## src/rtl/jt900h_shctl_if.sv

```systemverilog
// Bus bundle between the multi-bit shift sequencer and its requester / ALU.
// The slave side is the sequencer; the master side issues requests and hosts the ALU.
interface jt900h_shctl_if;
  logic        start;
  logic [2:0]  kind;
  logic [3:0]  cnt;
  logic        bs, ws;
  logic [31:0] din;
  logic        cin;
  logic [31:0] alu_rslt;
  logic        alu_c;
  logic [31:0] op2;
  logic [4:0]  alu_sel;
  logic [2:0]  cx_sel;
  logic        cfl, sbs, sws;
  logic        busy, done;
  logic [31:0] rslt;
  logic        cout;

  modport master (
    output start, kind, cnt, bs, ws, din, cin, alu_rslt, alu_c,
    input  op2, alu_sel, cx_sel, cfl, sbs, sws, busy, done, rslt, cout
  );

  modport slave (
    input  start, kind, cnt, bs, ws, din, cin, alu_rslt, alu_c,
    output op2, alu_sel, cx_sel, cfl, sbs, sws, busy, done, rslt, cout
  );
endinterface

```

## src/rtl/jt900h_shctl.sv

```systemverilog
// Multi-bit shift/rotate sequencer: iterates the ALU's single-bit shift cnt' times.
// Optional macro JT900H_SHCTL_ABORT_EN adds an abort input that cancels a running shift.
module jt900h_shctl (
  input  logic                 clk,
  input  logic                 rst_n,
  input  logic                 cen,
  jt900h_shctl_if.slave        bus
`ifdef JT900H_SHCTL_ABORT_EN
  ,
  input  logic                 abort
`endif
);

  localparam logic [1:0] IDLE  = 2'd0;
  localparam logic [1:0] SHIFT = 2'd1;
  localparam logic [1:0] DONE  = 2'd2;

  // ALU operation codes; NOP_ALU passes op2 through untouched
  localparam logic [4:0] NOP_ALU = 5'd0;
  localparam logic [4:0] SHL_ALU = 5'd1;
  localparam logic [4:0] SHR_ALU = 5'd2;

  // Shifted-in bit source: 0, carry flag, operand MSB, operand LSB
  localparam logic [2:0] ZERO_CX = 3'd0;
  localparam logic [2:0] CIN_CX  = 3'd1;
  localparam logic [2:0] SA_CX   = 3'd2;
  localparam logic [2:0] SH_CX   = 3'd3;

  logic [1:0]  state_q, state_d;
  logic [31:0] op2_q, op2_d;
  logic [31:0] rslt_q, rslt_d;
  logic        cfl_q, cfl_d;
  logic        cout_q, cout_d;
  logic        sbs_q, sbs_d;
  logic        sws_q, sws_d;
  logic [4:0]  rem_q, rem_d;
  logic        abort_w;

`ifdef JT900H_SHCTL_ABORT_EN
  assign abort_w = abort;
`else
  assign abort_w = 1'b0;
`endif

  always_comb begin
    state_d = state_q;
    op2_d   = op2_q;
    rslt_d  = rslt_q;
    cfl_d   = cfl_q;
    cout_d  = cout_q;
    sbs_d   = sbs_q;
    sws_d   = sws_q;
    rem_d   = rem_q;
    if (cen) begin
      case (state_q)
        IDLE: if (bus.start) begin
          op2_d   = bus.din;
          cfl_d   = bus.cin;
          sbs_d   = bus.bs;
          sws_d   = bus.ws;
          rem_d   = (bus.cnt == 4'd0) ? 5'd16 : {1'b0, bus.cnt};
          state_d = SHIFT;
        end
        SHIFT: begin
          if (abort_w) begin
            state_d = IDLE;
          end else begin
            op2_d = bus.alu_rslt;
            cfl_d = bus.alu_c;
            rem_d = rem_q - 5'd1;
            if (rem_q == 5'd1) state_d = DONE;
          end
        end
        DONE: begin
          // Result is committed on leaving DONE so an abort here leaves rslt/cout intact
          state_d = IDLE;
          if (!abort_w) begin
            rslt_d = op2_q;
            cout_d = cfl_q;
          end
        end
        default: state_d = IDLE;
      endcase
    end
  end

  always_ff @(posedge clk or negedge rst_n) begin
    if (!rst_n) begin
      state_q <= IDLE;
      op2_q   <= '0;
      rslt_q  <= '0;
      cfl_q   <= 1'b0;
      cout_q  <= 1'b0;
      sbs_q   <= 1'b0;
      sws_q   <= 1'b0;
      rem_q   <= '0;
    end else begin
      state_q <= state_d;
      op2_q   <= op2_d;
      rslt_q  <= rslt_d;
      cfl_q   <= cfl_d;
      cout_q  <= cout_d;
      sbs_q   <= sbs_d;
      sws_q   <= sws_d;
      rem_q   <= rem_d;
    end
  end

  always_comb begin
    bus.alu_sel = NOP_ALU;
    bus.cx_sel  = ZERO_CX;
    if (state_q == SHIFT) begin
      case (bus.kind)
        3'd0: begin bus.alu_sel = SHL_ALU; bus.cx_sel = SA_CX;   end // RLC
        3'd1: begin bus.alu_sel = SHR_ALU; bus.cx_sel = SH_CX;   end // RRC
        3'd2: begin bus.alu_sel = SHL_ALU; bus.cx_sel = CIN_CX;  end // RL
        3'd3: begin bus.alu_sel = SHR_ALU; bus.cx_sel = CIN_CX;  end // RR
        3'd4: begin bus.alu_sel = SHL_ALU; bus.cx_sel = ZERO_CX; end // SLA
        3'd5: begin bus.alu_sel = SHR_ALU; bus.cx_sel = SA_CX;   end // SRA
        3'd6: begin bus.alu_sel = SHL_ALU; bus.cx_sel = ZERO_CX; end // SLL
        default: begin bus.alu_sel = SHR_ALU; bus.cx_sel = ZERO_CX; end // SRL
      endcase
    end
  end

  assign bus.op2  = op2_q;
  assign bus.cfl  = cfl_q;
  assign bus.sbs  = sbs_q;
  assign bus.sws  = sws_q;
  assign bus.busy = (state_q != IDLE);
  assign bus.done = (state_q == DONE);
  assign bus.rslt = bus.done ? op2_q : rslt_q;
  assign bus.cout = bus.done ? cfl_q : cout_q;

endmodule

```

## src/flat_wrapper.sv

```systemverilog
// flat-port wrapper written by rule: the top's interface ports become plain ports
module jt900h_shctl_flat 
  (clk, rst_n, cen, bus_start, bus_kind, bus_cnt, bus_bs, bus_ws, bus_din, bus_cin, bus_alu_rslt, bus_alu_c, bus_op2, bus_alu_sel, bus_cx_sel, bus_cfl, bus_sbs, bus_sws, bus_busy, bus_done, bus_rslt, bus_cout);
  jt900h_shctl_if bus_i ();
  input  logic clk;
  input  logic rst_n;
  input  logic cen;
  input wire logic [$bits(bus_i.start)-1:0] bus_start;
  input wire logic [$bits(bus_i.kind)-1:0] bus_kind;
  input wire logic [$bits(bus_i.cnt)-1:0] bus_cnt;
  input wire logic [$bits(bus_i.bs)-1:0] bus_bs;
  input wire logic [$bits(bus_i.ws)-1:0] bus_ws;
  input wire logic [$bits(bus_i.din)-1:0] bus_din;
  input wire logic [$bits(bus_i.cin)-1:0] bus_cin;
  input wire logic [$bits(bus_i.alu_rslt)-1:0] bus_alu_rslt;
  input wire logic [$bits(bus_i.alu_c)-1:0] bus_alu_c;
  output wire logic [$bits(bus_i.op2)-1:0] bus_op2;
  output wire logic [$bits(bus_i.alu_sel)-1:0] bus_alu_sel;
  output wire logic [$bits(bus_i.cx_sel)-1:0] bus_cx_sel;
  output wire logic [$bits(bus_i.cfl)-1:0] bus_cfl;
  output wire logic [$bits(bus_i.sbs)-1:0] bus_sbs;
  output wire logic [$bits(bus_i.sws)-1:0] bus_sws;
  output wire logic [$bits(bus_i.busy)-1:0] bus_busy;
  output wire logic [$bits(bus_i.done)-1:0] bus_done;
  output wire logic [$bits(bus_i.rslt)-1:0] bus_rslt;
  output wire logic [$bits(bus_i.cout)-1:0] bus_cout;
  assign bus_i.start = bus_start;
  assign bus_i.kind = bus_kind;
  assign bus_i.cnt = bus_cnt;
  assign bus_i.bs = bus_bs;
  assign bus_i.ws = bus_ws;
  assign bus_i.din = bus_din;
  assign bus_i.cin = bus_cin;
  assign bus_i.alu_rslt = bus_alu_rslt;
  assign bus_i.alu_c = bus_alu_c;
  assign bus_op2 = bus_i.op2;
  assign bus_alu_sel = bus_i.alu_sel;
  assign bus_cx_sel = bus_i.cx_sel;
  assign bus_cfl = bus_i.cfl;
  assign bus_sbs = bus_i.sbs;
  assign bus_sws = bus_i.sws;
  assign bus_busy = bus_i.busy;
  assign bus_done = bus_i.done;
  assign bus_rslt = bus_i.rslt;
  assign bus_cout = bus_i.cout;
  jt900h_shctl u_core (.clk(clk), .rst_n(rst_n), .cen(cen), .bus(bus_i));
endmodule
```

## config.mk

```make
export PLATFORM = sky130hd
export DESIGN_NAME = jt900h_shctl_flat
export DESIGN_NICKNAME = d
export VERILOG_FILES = /design/src/rtl/jt900h_shctl_if.sv /design/src/rtl/jt900h_shctl.sv /design/src/flat_wrapper.sv
export SDC_FILE = /design/constraint.sdc
export NUM_CORES = 1
export LEC_CHECK = 0
export BUFFER_PORTS_ARGS = -buffer_cell sky130_fd_sc_hd__buf_2
export CORE_MARGIN = 10
export CORE_UTILIZATION = 50
export CTS_BUF_LIST = sky130_fd_sc_hd__clkbuf_4 sky130_fd_sc_hd__clkbuf_8
export DETAILED_ROUTE_END_ITERATION = 16
export GPL_TIMING_DRIVEN = 0
export PLACE_DENSITY = 0.81
export SYNTH_ARGS = -nofsm -noshare
export SYNTH_HDL_FRONTEND = slang
export SYNTH_SLANG_ARGS = --single-unit
export TNS_END_PERCENT = 10
```

## constraint.sdc

```tcl
create_clock -name clk -period 1.8 [get_ports clk]
set_clock_uncertainty 0.05 [all_clocks]
set_input_delay 0.27 -clock clk [delete_from_list [all_inputs] [get_ports clk]]
set_output_delay 0.27 -clock clk [all_outputs]
set_load 0.05 [all_outputs]
```

==> impl_metrics.csv <==
group,metric,value,unit
clock_tree,cts_tree,"yes",
yosys,ys_seq_area_share,48.9,%
yosys,synthMuxAreaShare,31.8,%
yosys,synth_top_family_by_area,"multiplexers",
timing,fin_tns_setup,-6.97,ns
floorplan,die_w,108,um
routing,met3_length,882,um
routing,drtIter0Drc,52,
timing,layout_min_cycle_time,2.03,ns
clock_tree,h-tree-depth,3,
worst_setup_path,worstSetupPathType,"flip-flop to output port",
yosys,ys_seq_elements,75,
worst_setup_path,cp_data_arrival_time,1.71,ns
timing,min_period_over_period,113,%
routing,drt_wl_total,11500,um
power,peakVddDrop,0.839,mV
final_layout,fin_nets,542,
worst_setup_path,critPathLaunchType,"flip-flop",
yosys,synth_compound_area_share,10.4,%
clock_tree,cts_sinks,75,
final_layout,drive_above_1_share,60.5,%
status,violations,"setup timing",
floorplan,rows,31,
final_layout,final_cells,566,
worst_setup_path,setup.worst_path.end,"bus_rslt[22]",
routing,wl_met1,4500,um
place,post_dp_cell_area,4760,um2
place,portBuffers,152,
final_layout,layout_commonest_cell,"buf_2",
final_layout,mostFrequentLayoutCells,"buf_2, dfrtp_1, mux2_4",
yosys,synth_cell_types,38,
yosys,yosys.area_share.simple,3.72,%
floorplan,start_util,52.1,%
routing,drtPass1Iterations,4,
routing,post_drt_via_cell_ratio,5.35,
clock_tree,clk_latency,0.34,ns
yosys,yosysWarnings,0,
yosys,synth_edf_count,0,
clock_tree,cts_buffers,9,
timing,finalSetupViolations,37,
worst_setup_path,reg2reg_from,"u_core.state_q[1]",
place,dp.cells,538,
final_layout,syn2layout_area_growth,47.7,%
global_route,grt_pass1_vias,3464,
timing,holdWs,0.118,ns
routing,detail_route.wl_per_cell,20.2,um
clock_tree,clk_pin_slew_worst_paths,0.07,ns
yosys,synth_area,3840,um2
place,gp_congestion,0.788,
worst_setup_path,crit_path_max_fanout,6,
worst_setup_path,reg2reg_depth,6,
yosys,synthAdderAreaFrac,0.652,%
place,dp_hpwl,7880,um
global_route,gr-total-overflow,0,
global_route,grt_pass1_wl,17600,um
clock_tree,ctsLongestPathBuffers,2,
yosys,synthArstFlopShare,100,%
timing,hold_viol_final,0,
yosys,synth-xor-area-share,0,%
status,status,"finished, violations left",
worst_setup_path,regToRegEndpoint,"u_core.rslt_q[12]",
hold_path,hold_class,"input pin to flip-flop",
yosys,synth_area_per_cell,13.6,um2
floorplan,design.die.area,11600,um2
routing,vias,3028,
hold_path,whs_path_depth,2,
routing,drtAntennaViolNets,0,
place,pre_cts_ws,-0.167,ns
routing,wl_met2,5820,um
power,p_leak,2.95,nW
timing,rsz0062_at_grt,"yes",
final_layout,fin_area,5670,um2
worst_setup_path,critPathLaunch,"u_core.state_q[0]",
power,p_per_area,1510,nW/um2
timing,slew_viol_final,0,
worst_setup_path,crit_required,1.48,ns
worst_setup_path,reg2reg_slack,0.05,ns
timing,slew_headroom,65.0,%
timing,fmax,0.492,GHz
routing,drc_errors,0,
flow_run,cap_violations,0,
yosys,synth_ff_type,"dfrtp_1",
floorplan,die_height,108,um
routing,highest_layer,"met4",
clock_tree,cts_root_buf,"clkbuf_8",
timing,worst_pin_slew,0.525,ns
floorplan,pin_count,157,
timing,postLayoutSetupSlackWorst,-0.232,ns
global_route,grt_usage,18.9,%
floorplan,core-area,7370,um2
global_route,antenna_found_initial,1,
global_route,grt_max_degree,72,
yosys,synthCells,283,
worst_setup_path,cp-end-kind,"output port",
==> critical path: stages (launching register included) <==
cell and delay, ns:
dfrtp_1 0.40, nor2b_2 0.16, buf_6 0.19, buf_4 0.15, mux2_2 0.34, buf_6 0.15
==> Yosys cell counts (3+ instances only) <==
master | n | area, um2
buf_2 | 11 | 55.1
nor2b_1 | 3 | 18.8
clkbuf_1 | 4 | 15.0
a22o_1 | 33 | 289
dfrtp_1 | 75 | 1880
mux2_4 | 16 | 240
nor2_1 | 3 | 11.3
mux2_1 | 34 | 383
inv_1 | 7 | 26.3
buf_4 | 5 | 37.5
mux2_2 | 52 | 586
a211oi_1 | 3 | 22.5
buf_6 | 3 | 33.8
==> state kept, by name, indices dropped and copies added (netlist names) <==
register / count
u_core.rslt_q: 32
u_core.bus.sbs: 1
u_core.bus.cfl: 1
u_core.bus.op2: 32
u_core.bus.sws: 1
u_core.state_q: 2
u_core.cout_q: 1
u_core.rem_q: 5
==> worst min-delay path by stage <==
stage,end,from,slack (ns)
final,u_core.bus.sbs,bus_bs,0.12
after global routing,u_core.bus.sws,bus_ws,0.12
after CTS,u_core.bus.sws,bus_ws,0.11
after detailed placement,u_core.rslt_q[7],rst_n,0.04
after global placement,u_core.rslt_q[17],u_core.rslt_q[17],0.42
after floorplan,u_core.bus.cfl,rst_n,-0.08
==> report_power, final <==
group / total (mW) / leakage, nW / internal, mW / switching [mW]
Combinational: 4.64 / 1.92 / 1.73 / 2.91
Sequential: 2.71 / 0.951 / 2.23 / 0.477
Clock: 1.19 / 0.0812 / 0.556 / 0.633
==> layer usage <==
layer	vias up	track usage [%]
met5	-	0
met4	0	5.53
met3	22	5.81
met2	113	33.3
met1	1493	21.3
li1	1400	-
==> logic make-up (layout without fill, tap and decap cells) <==
kind of cell	after synthesis	after routing
compound gates	48	48
fa+ha+maj	2	2
buf+inv	31	211
flops	75	75
mux	103	103
other cells	1	5
simple gates	23	23
==> repair_timing <==
action	in CTS	in global routing
cloned	1	3
endpoints found under the setup margin	38	94
hold buffers	1	0
gates resized for setup	106	68
buffers inserted	7	0
pin swaps	1	0
endpoints found under the hold margin	75	0
==> stage by stage <==
| step | utilization (%) | power [mW] |
|---|---|---|
| 4_1_cts | 72.9 | 8.36 |
| 6_report | 76.9 | 8.54 |
| 3_5_place_dp | 64.6 | 6.87 |
| 5_1_grt | 76.9 | 8.97 |
| 3_3_place_gp | 64.2 | 6.75 |
| 2_1_floorplan | - | 5.79 |
==> cell type report <==
cell class / instances / area (um2)
multi-input combinational: 180 / 1940
fill: 494 / 1700
clock inverter: 5 / 38.8
clock buffer: 11 / 145
buffer: 22 / 226
antenna: 1 / 2.50
sequential: 75 / 1880
tap: 99 / 124
inverter: 8 / 30.0
timing repair buffer: 165 / 1280
Power figures use the tool's default switching activity.
